[config.mk]
export PLATFORM = sky130hd
export DESIGN_NAME = seq_det_ctrl
export DESIGN_NICKNAME = d
export VERILOG_FILES = /design/src/rtl/seq_det_ctrl.sv
export SDC_FILE = /design/constraint.sdc
export NUM_CORES = 1
export LEC_CHECK = 0
export ABC_CLOCK_PERIOD_IN_PS = 2300
export CORE_UTILIZATION = 36
export CTS_BUF_LIST = sky130_fd_sc_hd__clkbuf_16
export DETAILED_ROUTE_END_ITERATION = 7
export PLACE_DENSITY = 0.6
export SETUP_SLACK_MARGIN = 0.3
export SYNTH_ARGS = -nofsm -noshare
export SYNTH_HDL_FRONTEND = slang
export SYNTH_SLANG_ARGS = --single-unit
export TNS_END_PERCENT = 10
[constraint.sdc]
create_clock -name clk -period 2.3 [get_ports clk]
set_input_delay 0.46 -clock clk [delete_from_list [all_inputs] [get_ports clk]]
set_output_delay 0.46 -clock clk [all_outputs]
set_load 0.05 [all_outputs]
[src/rtl/seq_det_ctrl.sv]
// Sequencer for an 8-bit serial sequence detector. It shifts the search pattern into
// the detector, streams received bits in run mode, and counts hits with an interrupt.
module seq_det_ctrl #(
  parameter int   PAT_W    = 8,
  parameter int   CNT_W    = 8,
  parameter logic IDLE_BIT = 1'b1
) (
  input  logic             clk,
  input  logic             rst_n,
  input  logic             cfg_valid,
  input  logic [PAT_W-1:0] cfg_pattern,
  output logic             cfg_ready,
  input  logic             bit_valid,
  input  logic             bit_in,
  output logic             bit_ready,
  input  logic             clr_cnt,
  output logic             det_load,
  output logic             det_din,
  input  logic             det_dout,
  output logic [CNT_W-1:0] match_cnt,
  output logic             match_irq,
  output logic             busy
);

  typedef enum logic [1:0] {IDLE, LOAD, SETTLE, RUN} state_t;
  localparam int IW = $clog2(PAT_W + 1);

  state_t           state;
  logic [PAT_W-1:0] shadow;
  logic [IW-1:0]    left;
  logic             cfg_acc, bit_acc, hit;

  assign cfg_ready = (state == IDLE) || (state == RUN);
  assign bit_ready = (state == RUN);
  assign busy      = (state == LOAD) || (state == SETTLE);
  assign cfg_acc   = cfg_valid & cfg_ready;
  assign bit_acc   = bit_valid & bit_ready;
  assign hit       = (state == RUN) & det_dout;

  always_ff @(posedge clk or negedge rst_n) begin
    if (!rst_n) begin
      state     <= IDLE;
      shadow    <= '0;
      left      <= '0;
      det_load  <= 1'b0;
      det_din   <= IDLE_BIT;
      match_cnt <= '0;
      match_irq <= 1'b0;
    end else begin
      match_irq <= hit;
      if (clr_cnt)
        match_cnt <= '0;
      else if (hit && match_cnt != '1)
        match_cnt <= match_cnt + 1'b1;

      case (state)
        IDLE, RUN: begin
          det_load <= 1'b0;
          det_din  <= bit_acc ? bit_in : IDLE_BIT;
          if (cfg_acc) begin
            state <= LOAD;
            // A bit accepted alongside the new config still owns this slot, so the
            // whole pattern is shifted from the following cycle on.
            if (bit_acc) begin
              shadow <= cfg_pattern;
              left   <= IW'(PAT_W);
            end else begin
              det_load <= 1'b1;
              det_din  <= cfg_pattern[PAT_W-1];
              shadow   <= cfg_pattern << 1;
              left     <= IW'(PAT_W - 1);
            end
          end
        end
        LOAD: begin
          if (left == '0) begin
            state    <= SETTLE;
            det_load <= 1'b0;
            det_din  <= IDLE_BIT;
          end else begin
            det_load <= 1'b1;
            det_din  <= shadow[PAT_W-1];
            shadow   <= shadow << 1;
            left     <= left - 1'b1;
          end
        end
        SETTLE: begin
          state    <= RUN;
          det_load <= 1'b0;
          det_din  <= IDLE_BIT;
        end
        default: state <= IDLE;
      endcase
    end
  end

endmodule
* Word level (Yosys, flattened, before mapping) *
Index checks and enable logic that the tools add are counted.

cells by class
  reduce and logical (&&, ||, !) cells = 10
  muxes and demuxes = 22
  $add $sub $neg = 2
  equality and inequality tests = 7
  bitwise logic cells = 3

operator list
  operator               count
  $mux W8                5
  $pmux W8 S2            1
  $mux W4                3
  $add A8 B1 Y8 const B  1
  $ne A8 B8 Y1 const B   1
  $pmux W4 S2            1
  $mux W1                7
  $pmux W1 S3            2
  $pmux W2 S3            1
  $eq A2 B2 Y1 const B   2
  $logic_not A4 Y1       1
  $mux W2                2
  $ne A2 B2 Y1 const B   2
  $reduce_bool A2 Y1     2
  $sub A4 B1 Y4 const B  1
  $and A1 B1 Y1          3
  $reduce_and A3 Y1      1
  $eq A2 B1 Y1 const B   1
  $logic_not A2 Y1       1
  $logic_or A1 B1 Y1     2
  $ne A2 B1 Y1 const B   1
  $reduce_and A2 Y1      1
  $reduce_or A2 Y1       1
  $logic_and A1 B1 Y1    1

word-level totals
  bits of input ports = 15
  output and inout bits = 14
  register bits = 25
  word-level logic and storage cells = 51

* Depth between registers and ports, before layout *
  depth in word-level cells = 6
  gate-level depth with buffers = 8
  mapped depth without buffers = 6

* Least setup slack after synthesis *
No wires, ideal clock.

  path type = reg-to-reg
  start = register state[0]
  end = register shadow[2]
  stages on the path, launching flop included = 7
  arrival = 1.979 ns
  period minus slack after synthesis = 2.104 ns
  library setup time = 0.125 ns
  path slack = 0.196 ns
  path buffers = 1
  data required time = 2.175 ns
  cell sequence = dfrtp_1 > inv_1 > ha_1 > nand2b_1 > o221ai_4 > buf_8 > mux2_2

on the way
  word-level cells in the longest chain between the ends = 5
  elaborated cells on any way between the ends = 14
  classes of those cells = eq/ne (4); mux (3); bitwise (2); reduce/logical (5)

ends and longest elaborated chain
  what                                                     RTL line  text
  start: declaration                                       28        state_t state;
  start signal: assignment                                 42        state <= IDLE;
  start signal: assignment                                 61        state <= LOAD;
  start signal: assignment                                 77        state <= SETTLE;
  $eq A2 B2 Y1 / $logic_not A2 Y1 (equally long branches)  33        assign cfg_ready = (state == IDLE) || (state == RUN);
  $logic_or A1 B1 Y1 (*)                                   33
  via cfg_ready                                            12        output logic cfg_ready,
  $and A1 B1 Y1 (*)                                        36        assign cfg_acc = cfg_valid & cfg_ready;
  $ne A2 B2 Y1 (no source line) (*)                        n/a
  $reduce_and A3 Y1 (no source line) (*)                   n/a
  end signal: assignment                                   65        shadow <= cfg_pattern;
  end signal: assignment                                   70        shadow <= cfg_pattern << 1;
  end signal: assignment                                   83        shadow <= shadow << 1;
  end: declaration                                         29        logic [PAT_W-1:0] shadow;

The timed path passes the listed nets; every way through them passes the cells marked *. The select of a mux whose other input is x is not followed.
A chain may end at the register's enable or synchronous reset.

* Final worst setup path *
  start = register det_din
  end = output det_din

RTL lines
  what                      RTL line  text
  start: declaration        18        output logic det_din,
  start signal: assignment  59        det_din <= bit_acc ? bit_in : IDLE_BIT;
  start signal: assignment  69        det_din <= cfg_pattern[PAT_W-1];
  start signal: assignment  82        det_din <= shadow[PAT_W-1];

No word-level cell between the ends.

==> results.ini <==
[status]
status = finished, final reports clean

[logic_synthesis]
ys_top_cells_by_count = 24 x dfrtp_1, 14 x nand2_1, 14 x o21ai_0
syn_avg_cell_area_sq_um = 9.862
syn_nets = 165
syn_area_sq_um = 1420
synthTopCellsByArea = dfrtp_1 42%, mux2i_1 6.3%, ha_1 5.3%
yosysMostFrequentCell = dfrtp_1
synth_edf_count = 0
yosysTopAreaCellShare_pct = 42.29
yosys_warnings = 0
synthFlopType = dfrtp_1
seq_area_frac_synth_pct = 44.14
synthArstFlopShare_pct = 100.0
synth_seq_cells = 25
netlist_instances = 144
yosys.area.top_type = dfrtp_1
ys_types = 39

[placement]
dp.cells = 215
numPortBuffers = 28
hpwl_microns = 2181
place_area_sq_um = 1729
gp_congestion = 0.7458

[pwr]
ir_worst_vdd_mv = 0.5396
p_leak_nw = 0.8123
powerDensity_nw_per_um2 = 1368

[worst_hold_path]
hold_path_class = flop to flop
min-delay-start = shadow[0]
hold_depth = 2
hold_path_end = shadow[0]

[routing]
avgViaCountPerCell = 5.416
vias = 1186
wl_microns = 3020
wl_per_cell_microns = 13.79
ant_nets = 0
drt_iter0_drc = 64
drc = 0
first_pass_iters = 4

[final_layout]
fillers = 366
diodes = 0
layoutNonFillerInstCount = 219
multi_input_area_sq_um = 732.0
num-nets-final = 193
ff_latch_area_sq_um = 626.9
drive_gt1_share_pct = 11.70
area_delta_synth_final_pct = 27.40
stdcell_area_sq_um = 1809

[timing]
worstMarginPinSlew_ps = 532.7
rsz0062_at_grt = yes
hold_viol = 0
layout_worst_path_cycle_share_pct = 87.60
slew_viol_final = 0
finalSetupTns_ps = 0
fmax_mhz = 496.3
finalSetupViolations = 0
fin_crit_ps = 2015
finalClockSkew_ps = 2.384
worst_slew_margin_rel_pct = 64.49

[cts]
cts_resized = 1
cts_tree = built
post_cts_buffers = 0
cts_buffer_depth = 2
clock_sinks = 25
ctsHoldBuffers = 0
clk_latency_ps = 260
htreeDepth = 1
cts_buffers = 3
cts-root-buf = clkbuf_16
clk_pin_slew_ps = 60

[critical_path]
cp.arrival_ps = 1550
reg2reg_depth = 5
startpoint_type = flop
criticalPathCategory = flop to output port
r2r_start = state[0]
required_ps = 1840
path_cells = clkdlybuf4s50_1
crit_fanout = 1
cp-end-kind = output port
rrSetupSlack_ps = 400
critPathBufInv = 1
cpPeakStageDelay_ps = 790
slowest_stage = clkdlybuf4s50_1
timing.rr.end = shadow[1]
crit_start = det_din
cpLargestDelayFamily = buffers and inverters

[floorplan]
core_sq_um = 3716
rows = 22
die_w_microns = 64.81
die_area_sq_um = 4200
die_h_microns = 64.81
initial_core_util_pct = 38.22
io_pins = 29

[global_route]
grt_pass1_wl_microns = 5085
grt.overflow.total = 0
grt_max_degree = 26
grt_pass1_vias = 1117
grt_util_all_layers_pct = 15.95
antenna_found_initial = 0

[job]
cap_violations = 0

==> through the flow <==
step                      total power, mW  setup WS, ps  hold slack [ps]  utilization (%)
after CTS                           2.498         276.2            485.5            48.62
after global placement              2.064         322.9            467.1            46.53
final                               2.474         285.2            484.1            48.69
after floorplan                     1.831         346.8            164.4                -
after detailed placement            2.112         277.1            471.3            46.53
after global routing                2.670         249.5            499.8            48.69
==> cells by family after synthesis <==
kind of cell	Yosys count	share of synthesized area (%)
flip-flops	25	44.14
AND/OR/NAND/NOR	50	18.33
XOR/XNOR	2	1.234
buffers and inverters	13	4.493
AO/OA/AOI/OAI	32	14.63
multiplexers	16	11.89
adder cells (fa/ha/maj)	6	5.286
==> worst max-delay path by stage <==
| stage | end | slack, ps | depth (start not counted) |
|---|---|---|---|
| 6_report | det_din | 290 | 1 |
| 3_5_place_dp | shadow[1] | 280 | 5 |
| 4_1_cts | det_din | 280 | 1 |
| 3_3_place_gp | shadow[2] | 320 | 5 |
| 5_1_grt | det_din | 250 | 1 |
| 2_1_floorplan | match_cnt[5] | 350 | 6 |
==> flip-flops by register name (all words and copies together) (netlist names) <==
name       count
shadow         8
det_load       1
det_din        1
state          2
match_irq      1
match_cnt      8
left           4
==> layout by cell type, fill, tap and decap left out, types with 2 or more instances in the layout <==
cell type and count:
dfrtp_1 24, clkdlybuf4s50_1 23, nand2_1 14, o21ai_0 14, nor2_1 9, mux2i_1 9
inv_1 7, mux2_2 6, nor3_1 6, a21oi_1 6, ha_1 5, buf_4 5
nand3_1 4, a211oi_1 3, a21o_1 3, clkbuf_16 3, nor3b_1 2, nand2b_1 2
nand3b_1 2, nand4_1 2, a31oi_1 2
==> per-layer routing <==
layer	global-route usage, %	part of all wire, %
met4	6.667	1.8
met5	0	0
met1	20.98	46
met3	2.641	4.0
met2	25.78	48
==> layout make-up <==
type                            instances  share of cell area, %
Multi-Input combinational cell        106                  40.46
Sequential cell                        25                  34.65
Tap cell                               48                  3.319
Timing Repair Buffer                   30                  15.98
Inverter                                6                  1.245
Clock inverter                          1                 0.2075
Clock buffer                            3                  4.149
==> report_power, final <==
group	internal (mW)	switching (mW)	total (mW)	leakage [nW]
combinational	0.567	0.809	1.38	0.456
sequential	0.614	0.108	0.722	0.314
clock	0.232	0.145	0.377	0.0423
total	1.41	1.06	2.47	0.812
Power figures use the tool's default switching activity.
==> patch 1, RTL diff (config.mk and constraints unchanged) <==
Make the reset (`rst_n`) synchronous in one clocked block.
--- a/src/rtl/seq_det_ctrl.sv
+++ b/src/rtl/seq_det_ctrl.sv
@@ -37,7 +37,7 @@
   assign bit_acc   = bit_valid & bit_ready;
   assign hit       = (state == RUN) & det_dout;
 
-  always_ff @(posedge clk or negedge rst_n) begin
+  always_ff @(posedge clk) begin
     if (!rst_n) begin
       state     <= IDLE;
       shadow    <= '0;
Check against the original RTL: differs if rst_n is asserted again (counterexample within 4 cycles, from zero or initial values and one cycle with rst_n low); with rst_n held inactive, the same outputs for 10 cycles.
==> patch 1 against the unedited design <==
Count of clock-buffer cells in the layout stayed put. First-iteration DRC count is 44% higher. Sequential cell count stayed put. Synthesized area is 3.7% higher. Setup slack better by 0.024 ns. Maximum frequency is 1.2% higher. Power is 18% lower. Design area is 3.0% higher. Wire length is 23% higher. Clock power is 1% higher. Sequential power is 15% lower. Clock skew is 0.0010 ns higher. Cell count is 12% higher. Combinational power is 26% lower. Highest routed layer unchanged.
==> patch 1: results <==
metrics = {
    "logic_synthesis": {
        "synthesis.nets": 193,
        "synth_fa_ha_area_share_pct": 5.10,
        "yosysSeqAreaShare_pct": 34.0,
        "async_reset_ff_share_pct": 0,
        "synth.distinct_cells": 49,
        "synth_area_leaders": "dfxtp_1 34%, ha_1 5.1%, nand2_1 4.8%, a211oi_1 4.6%, o2111ai_1 4.2%",
        "muxShareOfSynthArea_pct": 4.84,
    },
    "worst_setup_path": {
        "worst_r2r_startpoint": "state[0]",
        "worst_path_largest_cell_delay_ns": 0.84,
        "path_max_fanout": 7,
        "r2r_setup_slack_ns": 0.35,
    },
    "global_route": {
        "grtUsageMet1_pct": 25.1,
        "grt_pass1_wl_um": 6330,
        "grt_max_degree": 16,
    },
    "run_status": {
        "status": "completed",
    },
    "routing": {
        "wl_per_cell_um": 15.1,
        "wl_met3_um": 110,
        "drtIter0Drc": 92,
    },
    "pwr": {
        "leakage_uw": 0.000722,
        "pwr-share-clk_pct": 18.9,
        "switching_share_pct": 42.2,
    },
    "finish": {
        "final_nets": 219,
        "buffer_area_share_pct": 16.3,
        "multi_input_area_share_pct": 47.5,
        "clock_area_share_pct": 4.23,
        "drive_above_1_share_pct": 9.64,
        "seqCellArea_um2": 500,
        "buffers": 32,
    },
    "timing": {
        "slew_headroom_pct": 59.3,
        "timing.final.ws_setup_ns": 0.310,
        "final.setup_skew_ns": 0.00340,
    },
    "place": {
        "pre_cts_ws_ns": 0.323,
        "finalWeightedCongestion": 0.820,
        "placed_area_um2": 1780,
    },
    "hold_path": {
        "min_to": "shadow[5]",
        "min_from": "shadow[5]",
    },
}
[patch 1: per-stage QoR]
stage | util [%] | cells | hold WS [ns] | power (uW)
5_1_grt | 49.0 | 245 | 0.489 | 2170
6_report | 49.0 | 245 | 0.470 | 2020
3_3_place_gp | 46.9 | 241 | 0.463 | 1630
3_5_place_dp | 46.9 | 241 | 0.463 | 1640
2_1_floorplan | - | 172 | 0.443 | 1410
4_1_cts | 49.0 | 245 | 0.472 | 2030
[patch 1: worst max path at each step]
stage / start / endpoint / depth (start not counted)
2_1_floorplan: state[0] / left[2] / 6
4_1_cts: match_cnt[2] / match_cnt[2] / 1
3_5_place_dp: det_dout / match_cnt[6] / 4
5_1_grt: state[0] / left[0] / 5
6_report: match_cnt[4] / match_cnt[4] / 1
3_3_place_gp: det_dout / match_cnt[6] / 4
==> patch 2, RTL diff (same flow settings) <==
Made on the original files. The parameter `CNT_W` goes from 8 to 9.
--- a/src/rtl/seq_det_ctrl.sv
+++ b/src/rtl/seq_det_ctrl.sv
@@ -2,7 +2,7 @@
 // the detector, streams received bits in run mode, and counts hits with an interrupt.
 module seq_det_ctrl #(
   parameter int   PAT_W    = 8,
-  parameter int   CNT_W    = 8,
+  parameter int   CNT_W    = 9,
   parameter logic IDLE_BIT = 1'b1
 ) (
   input  logic             clk,
Interface: changed (resized match_cnt); port bits go from 29 to 30. No check against the original RTL was run, so the function may have changed too.
==> patch 2 against the unedited design <==
Utilization rose by 0.81 points. Power rose by 7.6%. Synthesized cell count rose by 6.9%. Via count rose by 7.6%. Clock power rose by 3%. Sequential cell count rose by 1. Highest routed layer unchanged. Count of clock-buffer cells in the layout did not move. Wire length rose by 14%. Design area rose by 13%. Register-to-register slack got worse by 0.04 ns. Setup slack improved by 0.022 ns. Synthesized area rose by 12%.
==> patch 2: results <==
metrics = {
    "run_status": {
        "status": "completed",
    },
    "worst_setup_path": {
        "cp.arrival_ns": 1.53,
        "worst_r2r_startpoint": "match_cnt[0]",
        "critPathTopFamily": "buffers and inverters",
        "startpoint": "match_cnt[3]",
        "worst_path_largest_cell_delay_ns": 0.84,
        "cp_slowest_cell": "clkdlybuf4s50_1",
        "path_max_fanout": 7,
    },
    "routing": {
        "vias_per_cell": 5.43,
        "wl_per_cell_um": 14.7,
        "drtIter0Drc": 86,
        "first_pass_iters": 4,
    },
    "pwr": {
        "pwr-share-seq_pct": 27.5,
        "ir_drop_uv": 379,
        "leakage_uw": 0.000869,
        "internal_power_uw": 1550,
    },
    "place": {
        "dpl.hpwl_um": 2440,
        "pre_cts_ws_ns": 0.294,
        "finalWeightedCongestion": 0.720,
        "io_buffers": 29,
    },
    "cts": {
        "htreeDepth": 1,
        "clk_latency_ns": 0.26,
        "cts_inserted_buffers": 3,
        "cts-root-buf": "clkbuf_16",
        "clk_pin_slew_ns": 0.06,
        "clockBufferDepth": 2,
    },
    "logic_synthesis": {
        "synth.distinct_cells": 42,
        "ys.flop_type": "dfrtp_1",
        "synthesis.nets": 176,
        "async_reset_ff_share_pct": 100,
        "ys.warnings.count": 0,
        "synth_area_leaders": "dfrtp_1 39%, mux2_2 7.1%, ha_1 5.5%, a21bo_2 4.4%, nand3_1 3.8%",
        "synth_common_cells": "25 x dfrtp_1, 12 x nand3_1, 10 x mux2_2",
        "yosysSeqAreaShare_pct": 41.0,
    },
    "global_route": {
        "grt_pass1_vias": 1222,
        "globalRouteTotalUtil_pct": 16.2,
        "grt_max_degree": 27,
        "antenna_found_initial": 0,
        "grt_pass1_wl_um": 5640,
    },
    "finish": {
        "nFillCells": 408,
        "num_antenna_cells": 0,
        "top_regs": "match_cnt x9, shadow x8, left x4",
        "drive_above_1_share_pct": 20.0,
        "final_nets": 208,
    },
    "timing": {
        "final.setup_skew_ns": 0.00311,
        "worstMarginPinSlew_ns": 0.512,
    },
    "hold_path": {
        "min_from": "shadow[2]",
        "hold_path.class": "reg2reg",
    },
}
patch 2: changes by cell type after synthesis, sizes merged, moves of 6 or more:
cell,delta
a31oi,+6
a21bo,+7
nand3,+8
o21ai,-10
nand2,-10
nor2b,+8
patch 2: kinds of logic (layout without fill, tap and decap cells):
kind of cell | count (synthesis) | in the layout | synth area share [%]
and+or+nand+nor | 51 | 51 | 19.6
buffers and inverters | 15 | 46 | 4.96
muxes | 15 | 15 | 10.5
AOI/OAI and AO/OA | 38 | 38 | 17.3
xor gates and xnor gates | 2 | 2 | 1.10
adders and majority gates | 7 | 7 | 5.51
DFF | 26 | 26 | 41.0
patch 2: repair_timing:
action                     4_1_cts  5_1_grt
gates resized for setup          1        2
setup endpoints to repair        2       10
pin swaps                        0        0
setup buffers                    0        3
gates cloned                     0        0
patch 2: final timing paths:
check / end / slack, ns / cells after the start
hold reg to reg: shadow[2] / 0.51 / 1
min in group asynchronous: det_load / 0.57 / 2
hold / removal: shadow[2] / 0.51 / 1
setup / recovery: match_cnt[3] / 0.31 / 1
max in group asynchronous: det_din / 1.43 / 2
setup reg to reg: match_cnt[7] / 0.36 / 7
patch 2: final cells by class:
class	instances	area share (%)
clock buffers	3	3.69
clock inverters	1	0.184
inverters	7	1.29
multi-input cells	113	42.4
flip-flops and latches	26	32.0
well taps	50	3.07
repair buffers	35	17.4
patch 2: routing by layer:
metal  wire (um)  GRT usage, %  vias up
li1            -             -      628
met1        1660          20.3      621
met2        1670          27.6       25
met3         102          3.17        2
met4          24          5.21        0
met5           0             0        -
patch 2: metrics by stage:
step	util (%)	cells	cell area (um^2)
2_1_floorplan	-	154	1590
3_3_place_gp	46.9	228	1930
3_5_place_dp	46.9	228	1930
4_1_cts	48.8	232	2010
5_1_grt	49.5	235	2040
6_report	49.5	235	2040
patch 2: power groups by stage:
stage	sequential [uW]	clock, uW	combinational [uW]
after floorplan	825	0	1060
after global routing	758	416	1680
after global placement	731	0	1500
after CTS	735	399	1530
after detailed placement	743	0	1530
final	733	389	1540
patch 2: worst register-to-register path, cell delays in order, from the launching register on:
cell and delay [ns]:
dfrtp_1 0.42, ha_2 0.22, nand3_1 0.08, nor2_1 0.05
ha_1 0.21, nand3b_4 0.23, or4_1 0.49, a21oi_1 0.16
